--- config.mk ---
export PLATFORM = sky130hd
export DESIGN_NAME = ex_issue_ctrl
export DESIGN_NICKNAME = d
export VERILOG_FILES = /design/src/rtl/ex_pkg.sv /design/src/rtl/ex_cond_eval.sv /design/src/rtl/ex_issue_ctrl.sv
export SDC_FILE = /design/constraint.sdc
export NUM_CORES = 1
export LEC_CHECK = 0
export CORE_UTILIZATION = 52
export CTS_CLUSTER_DIAMETER = 200
export CTS_CLUSTER_SIZE = 14
export DETAILED_ROUTE_END_ITERATION = 10
export PLACE_DENSITY = 0.88
export SETUP_SLACK_MARGIN = 0.05
export SYNTH_ARGS = -nofsm -noshare
export SYNTH_HDL_FRONTEND = slang
export SYNTH_HIERARCHICAL = 1
export SYNTH_SLANG_ARGS = --single-unit
--- constraint.sdc ---
create_clock -name clk -period 4.56 [get_ports clk]
set_clock_uncertainty 0.15 [all_clocks]
set_input_delay 0.684 -clock clk [delete_from_list [all_inputs] [get_ports clk]]
set_output_delay 0.684 -clock clk [all_outputs]
set_load 0.005 [all_outputs]
--- src/rtl/ex_pkg.sv ---
// Shared types and encodings for the EX issue controller: FSM states, decode
// constants, condition codes, CPSR bit positions and instruction-class decode.
package ex_pkg;

  typedef enum logic [1:0] {
    IDLE   = 2'd0,
    EXEC   = 2'd1,
    COMMIT = 2'd2,
    HALT   = 2'd3
  } state_e;

  localparam logic [2:0] ALU_ADD = 3'b001;
  localparam logic [2:0] ALU_SUB = 3'b010;
  localparam logic [2:0] ALU_AND = 3'b011;
  localparam logic [2:0] ALU_OR  = 3'b100;
  localparam logic [2:0] ALU_XOR = 3'b101;
  localparam logic [2:0] ALU_NOT = 3'b110;

  localparam logic [2:0] BR_ALWAYS = 3'b000;
  localparam logic [2:0] BR_COND   = 3'b001;
  localparam logic [2:0] SYS_HALT  = 3'b111;

  localparam logic [1:0] FL_MOVE   = 2'b00;
  localparam logic [1:0] FL_BRANCH = 2'b01;
  localparam logic [1:0] FL_SYS    = 2'b11;

  localparam int FLAG_N = 3;
  localparam int FLAG_C = 2;
  localparam int FLAG_Z = 1;
  localparam int FLAG_V = 0;

  typedef enum logic [3:0] {
    C_EQ = 4'h0, C_NE = 4'h1, C_CS = 4'h2, C_CC = 4'h3,
    C_MI = 4'h4, C_PL = 4'h5, C_VS = 4'h6, C_VC = 4'h7,
    C_HI = 4'h8, C_LS = 4'h9, C_GE = 4'hA, C_LT = 4'hB,
    C_GT = 4'hC, C_LE = 4'hD, C_AL = 4'hE, C_NV = 4'hF
  } cond_e;

  typedef enum logic [2:0] {
    CLS_NOP   = 3'd0,
    CLS_ALU   = 3'd1,
    CLS_MOVE  = 3'd2,
    CLS_BR_AL = 3'd3,
    CLS_BR_CC = 3'd4,
    CLS_HALT  = 3'd5
  } cls_e;

  // Everything not explicitly recognised collapses to NOP.
  function automatic cls_e decode_class(input logic       special,
                                        input logic [1:0] first_ld,
                                        input logic [2:0] alu_oc);
    cls_e cls;
    cls = CLS_NOP;
    if (special) begin
      cls = CLS_ALU;
    end else begin
      case (first_ld)
        FL_MOVE:   cls = CLS_MOVE;
        FL_BRANCH: begin
          if (alu_oc == BR_ALWAYS)    cls = CLS_BR_AL;
          else if (alu_oc == BR_COND) cls = CLS_BR_CC;
        end
        FL_SYS:    if (alu_oc == SYS_HALT) cls = CLS_HALT;
        default:   cls = CLS_NOP;
      endcase
    end
    return cls;
  endfunction

endpackage

--- src/rtl/ex_cond_eval.sv ---
// Combinational condition-code evaluator over CPSR {N,C,Z,V}; kept standalone so
// fetch-side prediction can reuse it.
module ex_cond_eval
  import ex_pkg::*;
(
  input  logic [3:0] i_flags,
  input  logic [3:0] i_cond,
  output logic       o_take
);

  logic w_n, w_c, w_z, w_v, w_gt;

  assign w_n  = i_flags[FLAG_N];
  assign w_c  = i_flags[FLAG_C];
  assign w_z  = i_flags[FLAG_Z];
  assign w_v  = i_flags[FLAG_V];
  assign w_gt = !w_z && (w_n == w_v);

  // NOTE: every always_comb output gets a default first so no path can infer a latch.
  always_comb begin
    o_take = 1'b0;
    case (cond_e'(i_cond))
      C_EQ: o_take = w_z;
      C_NE: o_take = !w_z;
      C_CS: o_take = w_c;
      C_CC: o_take = !w_c;
      C_MI: o_take = w_n;
      C_PL: o_take = !w_n;
      C_VS: o_take = w_v;
      C_VC: o_take = !w_v;
      C_HI: o_take = w_c && !w_z;
      C_LS: o_take = !(w_c && !w_z);
      C_GE: o_take = (w_n == w_v);
      C_LT: o_take = (w_n != w_v);
      C_GT: o_take = w_gt;
      C_LE: o_take = !w_gt;
      C_AL: o_take = 1'b1;
      C_NV: o_take = 1'b0;
      default: o_take = 1'b0;
    endcase
  end

endmodule

--- src/rtl/ex_issue_ctrl.sv ---
// EX issue controller: accepts one decoded instruction, pulses the datapath for a
// compute cycle, then commits writeback, CPSR update or branch redirect.
module ex_issue_ctrl
  import ex_pkg::*;
#(
  parameter int DATA_W = 32,
  parameter int PC_W   = 32,
  parameter int OFF_W  = 16
) (
  input  logic              clk,
  input  logic              rst_n,
  input  logic              id_valid,
  output logic              id_ready,
  input  logic [1:0]        id_first_ld,
  input  logic              id_special,
  input  logic [3:0]        id_second_ld,
  input  logic [2:0]        id_alu_oc,
  input  logic [3:0]        id_b_cond,
  input  logic [2:0]        id_dest_reg,
  input  logic [OFF_W-1:0]  id_offset,
  input  logic [PC_W-1:0]   id_pc,
  output logic              ex_issue,
  input  logic [DATA_W:0]   ex_result,
  input  logic [DATA_W-1:0] ex_op1,
  input  logic [DATA_W-1:0] ex_op2,
  output logic              wb_en,
  output logic              wb_sel,
  output logic [2:0]        wb_addr,
  output logic [DATA_W-1:0] wb_data,
  output logic [3:0]        flags,
  output logic              br_taken,
  output logic [PC_W-1:0]   br_target,
  output logic              halted
);

  state_e              r_state, w_state_nxt;
  cls_e                r_cls;
  logic [2:0]          r_alu_oc;
  logic                r_set_flags;
  logic [3:0]          r_b_cond;
  logic [2:0]          r_dest;
  logic [OFF_W-1:0]    r_offset;
  logic [PC_W-1:0]     r_pc;
  logic [DATA_W:0]     r_result;
  logic                r_a31, r_b31;
  logic [3:0]          r_flags, w_flags_nxt;
  logic                r_wb_sel;
  logic [2:0]          r_wb_addr;
  logic [DATA_W-1:0]   r_wb_data;
  logic [PC_W-1:0]     r_br_target;
  logic                w_cond_take, w_br_go, w_is_wr;
  logic [PC_W-1:0]     w_br_addr;
  logic                w_unused;

  // Only the sign bits of the operands and the set-flags bit of second_ld matter here.
  assign w_unused = ^{id_second_ld[2:0], ex_op1[DATA_W-2:0], ex_op2[DATA_W-2:0]};

  ex_cond_eval u_cond_eval (
    .i_flags (r_flags),
    .i_cond  (r_b_cond),
    .o_take  (w_cond_take)
  );

  assign w_is_wr   = (r_cls == CLS_ALU) || (r_cls == CLS_MOVE);
  assign w_br_go   = (r_cls == CLS_BR_AL) || ((r_cls == CLS_BR_CC) && w_cond_take);
  assign w_br_addr = r_pc + {{(PC_W-OFF_W){r_offset[OFF_W-1]}}, r_offset};

  always_comb begin
    w_state_nxt = r_state;
    id_ready    = 1'b0;
    ex_issue    = 1'b0;
    wb_en       = 1'b0;
    br_taken    = 1'b0;
    halted      = 1'b0;
    case (r_state)
      IDLE: begin
        id_ready = 1'b1;
        if (id_valid) w_state_nxt = EXEC;
      end
      EXEC: begin
        ex_issue    = 1'b1;
        w_state_nxt = COMMIT;
      end
      COMMIT: begin
        wb_en       = w_is_wr;
        br_taken    = w_br_go;
        w_state_nxt = (r_cls == CLS_HALT) ? HALT : IDLE;
      end
      HALT:    halted = 1'b1;
      default: w_state_nxt = IDLE;
    endcase
  end

  // C and V only move for ADD/SUB; logical ops refresh N and Z alone.
  always_comb begin
    w_flags_nxt = r_flags;
    if (r_cls == CLS_ALU && r_set_flags) begin
      w_flags_nxt[FLAG_N] = r_result[DATA_W-1];
      w_flags_nxt[FLAG_Z] = (r_result[DATA_W-1:0] == '0);
      if (r_alu_oc == ALU_ADD) begin
        w_flags_nxt[FLAG_C] = r_result[DATA_W];
        w_flags_nxt[FLAG_V] = (r_a31 == r_b31) && (r_result[DATA_W-1] != r_a31);
      end else if (r_alu_oc == ALU_SUB) begin
        w_flags_nxt[FLAG_C] = r_result[DATA_W];
        w_flags_nxt[FLAG_V] = (r_a31 != r_b31) && (r_result[DATA_W-1] != r_a31);
      end
    end
  end

  // NOTE: sequential state uses non-blocking assignments so every register samples pre-edge values.
  always_ff @(posedge clk or negedge rst_n) begin
    if (!rst_n) begin
      r_state <= IDLE;
    end else begin
      r_state <= w_state_nxt;
    end
  end

  always_ff @(posedge clk or negedge rst_n) begin
    if (!rst_n) begin
      r_cls       <= CLS_NOP;
      r_alu_oc    <= '0;
      r_set_flags <= 1'b0;
      r_b_cond    <= '0;
      r_dest      <= '0;
      r_offset    <= '0;
      r_pc        <= '0;
      r_result    <= '0;
      r_a31       <= 1'b0;
      r_b31       <= 1'b0;
      r_flags     <= '0;
      r_wb_sel    <= 1'b0;
      r_wb_addr   <= '0;
      r_wb_data   <= '0;
      r_br_target <= '0;
    end else begin
      if (r_state == IDLE && id_valid) begin
        r_cls       <= decode_class(id_special, id_first_ld, id_alu_oc);
        r_alu_oc    <= id_alu_oc;
        r_set_flags <= id_second_ld[3];
        r_b_cond    <= id_b_cond;
        r_dest      <= id_dest_reg;
        r_offset    <= id_offset;
        r_pc        <= id_pc;
      end
      // Commit-visible registers load at the end of EXEC so they are valid throughout COMMIT.
      if (r_state == EXEC) begin
        r_result <= ex_result;
        r_a31    <= ex_op1[DATA_W-1];
        r_b31    <= ex_op2[DATA_W-1];
        if (w_is_wr) begin
          r_wb_sel  <= (r_cls == CLS_MOVE);
          r_wb_addr <= r_dest;
          r_wb_data <= ex_result[DATA_W-1:0];
        end
        if (w_br_go) r_br_target <= w_br_addr;
      end
      if (r_state == COMMIT) r_flags <= w_flags_nxt;
    end
  end

  assign wb_sel    = r_wb_sel;
  assign wb_addr   = r_wb_addr;
  assign wb_data   = r_wb_data;
  assign flags     = r_flags;
  assign br_target = r_br_target;

endmodule

==> metrics.csv, run 1 <==
stage,metric,value,unit
run_status,status,finished clean,
power_and_ir_drop,ratio of total power to cell area,819,mW/mm^2
timing,final setup fails,0,
timing,Final Hold Fails,0,
timing,final setup margin,0.682,ns
synthesis,"Seq/Total Area, Yosys",50.0,%
clock_tree,CTS Root Cell,clkbuf_16,
critical_path,Setup crit end,br_taken,
timing,RSZ-0062 raised after global routing,false,
layout,filler cell count,1163,
floorplanning,CORE AREA,0.0159,mm^2
layout,final-stage net count,1105,
critical_path,required time worst endpoint,3.73,ns
synthesis,Yosys cell types,67,
synthesis,#FFs+latches synth,171,
timing,top achievable clock speed,258,MHz
floorplanning,Die Ht,130,um
synthesis,Post-Syn Area,0.00855,mm^2
worst_hold_path,Hold Crit Class,in2async,
timing,Final Slew Violations,0,
power_and_ir_drop,Leak,4.67,nW
route,drt pass-1 iters,5,
synthesis,Syn Inst Count,739,
global_route,initial antenna violation count,0,
global_route,Overflow after GRT,0,
critical_path,reg2reg start,r_pc[0],
synthesis,synthesized netlist net count,941,
route,Routed Antenna Nets,0,
critical_path,Critical Path End Type,primary output,
critical_path,Critical Path Source,r_b_cond[3],
critical_path,FF-to-FF End,br_target[26],
route,Via Count,6345,
placed_design,Routability Congestion,0.891,
floorplanning,Die Wd,130,um
global_route,pin count of the biggest net entering global routing,97,
critical_path,cell count of the worst reg-to-reg path,9,
critical_path,CP Data Arrival Time,3.04,ns
timing,Slew HR,40.6,%
placed_design,Port-buffer cells,176,
global_route,vias in the first global route,6394,
clock_tree,clk_lat worst skew,0.43,ns
floorplanning,full die area,0.0170,mm^2
job,MaxCap Viol Count,0,
synthesis,"FFs w/ async S/R, synth",100,%
route,WL per Instance,17.2,um
floorplanning,IO Count,242,
power_and_ir_drop,Pwr Total,0.00906,W
floorplanning,Initial Utilization,53.6,%
clock_tree,hold_buf cts,0,
layout,area grow syn2layout,29.4,%
route,wire length after detailed routing,19500,um
global_route,total track usage,24.4,%
route,initial DRC count,339,
power_and_ir_drop,Worst VDD drop,0.000490,V
critical_path,CP Max Fanout,11,
clock_tree,CTS max path bufs,2,
synthesis,"Top FF cell, synth",dfrtp_1,
timing,Tcrit/Tclk final,85.0,%
clock_tree,cts repair resizes,0,
clock_tree,TritonCTS Buffers,17,
synthesis,number of synthesized flops with an enable pin,0,
clock_tree,number of H-tree levels,4,
route,Via density,5.61,
placed_design,DP Worst Slack,1.09,ns
global_route,wire length of the first global-routing pass,31900,um
timing,worst slew pin tran,0.887,ns
timing,min cycle time layout,3.88,ns
clock_tree,CTS tree,done,
floorplanning,Rows,46,
clock_tree,Post-CTS Setup Inserts,0,
clock_tree,clk sinks,171,
critical_path,R2R Setup Slk,1.32,ns
timing,total negative slack,0,ns
synthesis,synthesized area per cell,11.6,um^2
route,drc violations,0,
placed_design,placed wire-length estimate,14100,um
critical_path,CP Launch Type,flip-flop,
clock_tree,clock transition at the registers of the reported paths,0.06,ns
synthesis,Syn. warnings,6,
layout,ANT cells,0,
critical_path,kind of critical path,reg2out,
layout,share of post-route cells with drive strength above 1,20.3,%
-- through the flow --
stage | util (%) | instances | instance area (um^2) | hold WS [ns]
floorplan | - | 739 | 8550 | 0.238
global placement | 65.7 | 1100 | 10500 | 0.310
detailed placement | 65.7 | 1100 | 10500 | 0.319
CTS | 69.4 | 1132 | 11100 | 0.227
global route | 69.4 | 1132 | 11100 | 0.265
finish | 69.4 | 1132 | 11100 | 0.195
-- cell usage in the layout, fill, tap and decap left out, types with 5 or more instances in the layout --
cell type          n
a21o_1            13
nand3_1           10
clkdlybuf4s50_1  175
xor2_1            12
o21ai_0           42
nor3_1            10
a31oi_1            5
o211ai_1           5
inv_6              5
o21a_1             6
xnor2_1           16
nand2_1           65
nor4_1             8
nor2_1            21
clkbuf_16         17
inv_1             11
a21oi_1           45
ha_1              35
nand4_1           14
dfrtp_1          171
mux2_2           133
-- flip-flops by register name (all words and copies together) (netlist names), 4 cells and up --
signal     count
wb_data       32
flags          4
r_pc          32
r_b_cond       4
r_result      33
br_target     32
r_offset      16
-- worst min-delay path by stage --
stage	startpoint	end	slack, ns	cells past startpoint
after floorplan	rst_n	br_target[0]	0.24	0
after global placement	br_target[22]	br_target[22]	0.31	2
after detailed placement	br_target[3]	br_target[3]	0.32	2
after CTS	rst_n	r_pc[1]	0.23	1
after global routing	rst_n	r_offset[3]	0.27	1
final	rst_n	br_target[2]	0.20	1
-- synthesized netlist by cell type, types with 5 or more instances --
cell        n  area (um^2)
a31oi_1     5         31.3
clkbuf_1   23         86.3
mux2_2    133         1500
ha_1       36          450
nand4_1    14         87.6
nand2_1    66          248
a21o_1     13         97.6
buf_2       5         25.0
xor2_1     12          105
o21ai_0    42          210
a21oi_1    45          225
nor3_1     10         50.1
nor4_1      8         50.1
o21a_1      6         45.0
inv_1      11         41.3
o211ai_1    5         37.5
xnor2_1    16          140
dfrtp_1   171         4280
nor2_1     21         78.8
nand3_1    10         50.1
-- per-layer routing --
metal | vias to the layer above | part of all wire [%] | global-route usage (%)
met2 | 191 | 50 | 41.8
li1 | 3046 | - | -
met3 | 19 | 6.5 | 7.59
met5 | - | 0 | 0
met4 | 0 | 1.4 | 6.63
met1 | 3089 | 42 | 29.8
-- area by class of cell --
class | count | area [um^2] | area share [%]
clock inverters | 14 | 158 | 1.42
multi-input cells | 521 | 4060 | 36.7
clock buffers | 18 | 439 | 3.97
flip-flops and latches | 171 | 4280 | 38.7
well taps | 216 | 270 | 2.44
inverters | 11 | 41.3 | 0.373
repair buffers | 181 | 1810 | 16.4
-- worst max-delay path, stage by stage (launching register included) --
cell and delay [ns]:
dfrtp_1 0.48, or2_2 0.35, a21oi_1 0.19, nand2_1 0.09
xnor2_1 0.13, a211oi_1 0.27, nand2_1 0.09, o31ai_1 0.33
and2_1 0.20, clkdlybuf4s50_1 0.50
-- report_power, final --
part	switching, W	internal [W]	total [W]
clock	0.000625	0.000836	0.00146
sequential	0.000512	0.00226	0.00278
combinational	0.00236	0.00246	0.00482
-- cells by family after synthesis --
group | Yosys count | synth area share (%)
buf+inv | 47 | 2.52
xor+xnor | 28 | 2.87
fa+ha+maj | 37 | 5.50
compound gates | 159 | 12.0
simple gates | 164 | 9.60
flops | 171 | 50.0
mux | 133 | 17.5
Note: power is estimated with default switching activity, not from simulation.
==> inputs of run 2 (changes only) <==
- CELL_PAD_IN_SITES_DETAIL_PLACEMENT: not set -> 1
- CELL_PAD_IN_SITES_GLOBAL_PLACEMENT: not set -> 1
- CORE_UTILIZATION: 52 -> 40
- PLACE_DENSITY: 0.88 -> 0.87
- SYNTH_HIERARCHICAL: 1 -> not set
==> metrics.csv, run 2 <==
stage,metric,value,unit,change
clock_tree,clk sinks,171,,unchanged
route,drt pass-1 iters,4,,-1
synthesis,Post-Synth XOR/XNOR Area,3.07,%,+0.20 points
run_status,status,finished clean,,
route,Routed Antenna Nets,0,,unchanged
critical_path,CP max-delay cell,clkdlybuf4s50_1,,
critical_path,CP Data Arrival Time,2.86,ns,-0.18 ns
timing,top achievable clock speed,271,MHz,+5.0%
route,wire length after detailed routing,23700,um,+22%
timing,Slew HR,28.4,%,-12 points
clock_tree,TritonCTS Buffers,17,,unchanged
critical_path,Bufs and invs on worst path,1,,unchanged
synthesis,Syn Inst Count,745,,+0.81%
synthesis,number of synthesized flops with an enable pin,0,,unchanged
power_and_ir_drop,Leak,4.73,nW,+1.2%
synthesis,Post-synth top cells,"dfrtp_1, mux2_2, nand2_1",,
global_route,Overflow after GRT,0,,unchanged
layout,most frequent cells in the layout,"clkdlybuf4s50_1, dfrtp_1, mux2_2",,
clock_tree,CTS tree,done,,
global_route,pin count of the biggest net entering global routing,79,,-19%
clock_tree,hold_buf cts,0,,unchanged
layout,area grow syn2layout,30.8,%,
layout,"Most flops, register",r_result,,
timing,final setup margin,0.866,ns,+0.184 ns
critical_path,largest delay contributor family on the critical path,compound AO/OA/AOI/OAI gates,,
placed_design,Routability Congestion,0.879,,-1.3%
synthesis,"Seq/Total Area, Yosys",50.0,%,about the same
global_route,total track usage,22.7,%,-1.7 points
floorplanning,full die area,0.0220,mm^2,+30%
global_route,initial antenna violation count,1,,+1
clock_tree,CTS Root Cell,clkbuf_16,,
placed_design,Port-buffer cells,176,,unchanged
critical_path,CP cell instances,"or3b_1, a21oi_1, or4b_2, nand3_1, a2111o_1, a21boi_0, clkdlybuf4s50_1",,
synthesis,Post-Syn Area,0.00856,mm^2,about the same
timing,Final Slew Violations,0,,unchanged
timing,final setup fails,0,,unchanged
timing,Tcrit/Tclk final,81.0,%,-4.0 points
critical_path,Max stage delay on crit path,0.56,ns,+0.06 ns
power_and_ir_drop,Clk pwr share,16.1,%,about the same
synthesis,Yosys cell types,60,,-10%
layout,share of post-route cells with drive strength above 1,19.5,%,-0.76 points
power_and_ir_drop,Switching Share,40.7,%,+2.1 points
synthesis,"count leader, synth",dfrtp_1,,
power_and_ir_drop,Pint,0.00549,W,-1.2%
job,MaxCap Viol Count,0,,unchanged
timing,worst slew pin tran,1.07,ns,+0.185 ns
placed_design,DP Worst Slack,1.29,ns,+0.202 ns
route,Via density,5.39,,-3.8%
clock_tree,clock transition at the registers of the reported paths,0.07,ns,about the same
floorplanning,IO Count,242,,unchanged
power_and_ir_drop,P_sw,0.00378,W,+7.9%
floorplanning,Initial Utilization,40.7,%,-13 points
global_route,wire length of the first global-routing pass,38800,um,+22%
synthesis,synthesized area per cell,11.5,um^2,-0.73%
global_route,vias in the first global route,7242,,+13%
power_and_ir_drop,Flop pwr share,30.2,%,-0.4 points
clock_tree,CTS max path bufs,2,,unchanged
synthesis,"Top FF cell, synth",dfrtp_1,,
layout,Largest register FFs,33,,unchanged
synthesis,synthesized netlist net count,947,,+0.64%
timing,RSZ-0062 raised after global routing,false,,
synthesis,Syn. warnings,0,,-6
layout,filler cell count,2199,,+89%
clock_tree,clk_lat worst skew,0.43,ns,about the same
synthesis,adder-cell share of the synthesized area,5.50,%,about the same
critical_path,required time worst endpoint,3.73,ns,about the same
floorplanning,Rows,53,,+15%
critical_path,CP Max Fanout,6,,-5
synthesis,post-synth top area cell,dfrtp_1,,
placed_design,dpl cell area,0.0106,mm^2,+1.1%
layout,"commonest non-fill, non-tap cell in the layout",clkdlybuf4s50_1,,
synthesis,largest family of logic cells by synthesized area,multiplexers,,
layout,final-stage net count,1115,,+0.90%
timing,Final Hold Fails,0,,unchanged
synthesis,Yosys top cell area share,50.0,%,about the same
power_and_ir_drop,Pwr Total,0.00927,W,+2.3%
synthesis,#FFs+latches synth,171,,unchanged
power_and_ir_drop,ratio of total power to cell area,828,mW/mm^2,+1.2%
layout,Util after Layout,53.2,%,-16 points
synthesis,"FFs w/ async S/R, synth",100,%,unchanged
route,Via Count,6479,,+2.1%
synthesis,"top cells by area, synth","dfrtp_1, mux2_2, ha_1",,
critical_path,kind of critical path,reg2out,,
worst_hold_path,Hold Crit Class,in2async,,
synthesis,mux cell area share after synthesis,17.8,%,+0.34 points
layout,final non-filler cell area,0.0112,mm^2,+1.2%
placed_design,placed wire-length estimate,17500,um,+24%
floorplanning,Die Ht,148,um,+14%
synthesis,Synth Area in Simple Gates,9.69,%,+0.095 points
timing,total negative slack,0,ns,unchanged
power_and_ir_drop,Worst VDD drop,0.000336,V,-31%
clock_tree,Post-CTS Setup Inserts,0,,unchanged
synthesis,Synth Area in Compound Gates,11.8,%,-0.20 points
route,drc violations,0,,unchanged
floorplanning,Die Wd,148,um,+14%
clock_tree,number of H-tree levels,4,,unchanged
critical_path,Critical Path End Type,primary output,,
route,initial DRC count,271,,-20%
route,WL per Instance,19.8,um,+15%
timing,min cycle time layout,3.69,ns,-0.184 ns
power_and_ir_drop,combinational power share,53.7,%,+0.5 points
clock_tree,cts repair resizes,0,,unchanged
critical_path,CP Launch Type,flip-flop,,
floorplanning,CORE AREA,0.0210,mm^2,+32%
-- run 2: worst register-to-register path: stages (launching register included) --
cell and delay [ns]:
dfrtp_1 0.67, ha_1 0.60, nand2_1 0.14, o21ai_0 0.32, nor3_1 0.10, a221oi_1 0.49, nand3_1 0.20, a311o_1 0.35
o211ai_1 0.08
-- run 2: power by group through the flow --
stage	sequential [W]	combinational, W	clock (W)
2_1_floorplan	0.00268	0.00330	0
3_3_place_gp	0.00276	0.00476	0
3_5_place_dp	0.00282	0.00496	0
4_1_cts	0.00281	0.00501	0.00152
5_1_grt	0.00291	0.00550	0.00158
6_report	0.00280	0.00498	0.00149
-- run 2: layout make-up --
| type | count | area (um^2) | area share, % |
|---|---|---|---|
| antenna | 1 | 2.50 | 0.0224 |
| clock buffer | 18 | 439 | 3.92 |
| clock inverter | 14 | 170 | 1.52 |
| inverter | 10 | 37.5 | 0.335 |
| multi-input combinational | 531 | 4110 | 36.7 |
| sequential | 171 | 4280 | 38.2 |
| tap | 275 | 344 | 3.07 |
| timing repair buffer | 182 | 1810 | 16.2 |
-- run 2: cells by family (layout without fill, tap and decap cells) --
kind of cell	count (synthesis)	after routing
muxes	136	136
DFF	171	171
other	0	1
xor gates and xnor gates	30	30
adders and majority gates	37	37
AOI/OAI and AO/OA	157	157
and+or+nand+nor	171	171
buffers and inverters	43	224
-- run 2: metal layers --
| layer | vias up | global-route usage (%) | part of all wire [%] |
|---|---|---|---|
| li1 | 3053 | - | - |
| met1 | 3216 | 27.6 | 43 |
| met2 | 175 | 38.5 | 49 |
| met3 | 35 | 7.02 | 6.7 |
| met4 | 0 | 7.32 | 2.0 |
| met5 | - | 0 | 0 |
-- run 2: stage by stage --
stage / hold slack (ns) / cells
finish: 0.143 / 1202
global route: 0.195 / 1201
CTS: 0.165 / 1201
detailed placement: 0.323 / 1169
global placement: 0.316 / 1169
floorplan: 0.238 / 745
-- run 2: final timing paths --
| path | from | to | slack, ns | depth (start not counted) |
|---|---|---|---|---|
| worst min-delay path | rst_n | r_pc[19] | 0.14 | 1 |
| worst max-delay path | flags[0] | br_taken | 0.87 | 7 |
| worst max register to register | r_offset[15] | br_target[28] | 1.40 | 8 |
| max in group asynchronous | rst_n | r_result[29] | 3.18 | 2 |
| worst min register to register | br_target[2] | br_target[2] | 0.33 | 2 |
| min in group clk | br_target[2] | br_target[2] | 0.33 | 2 |
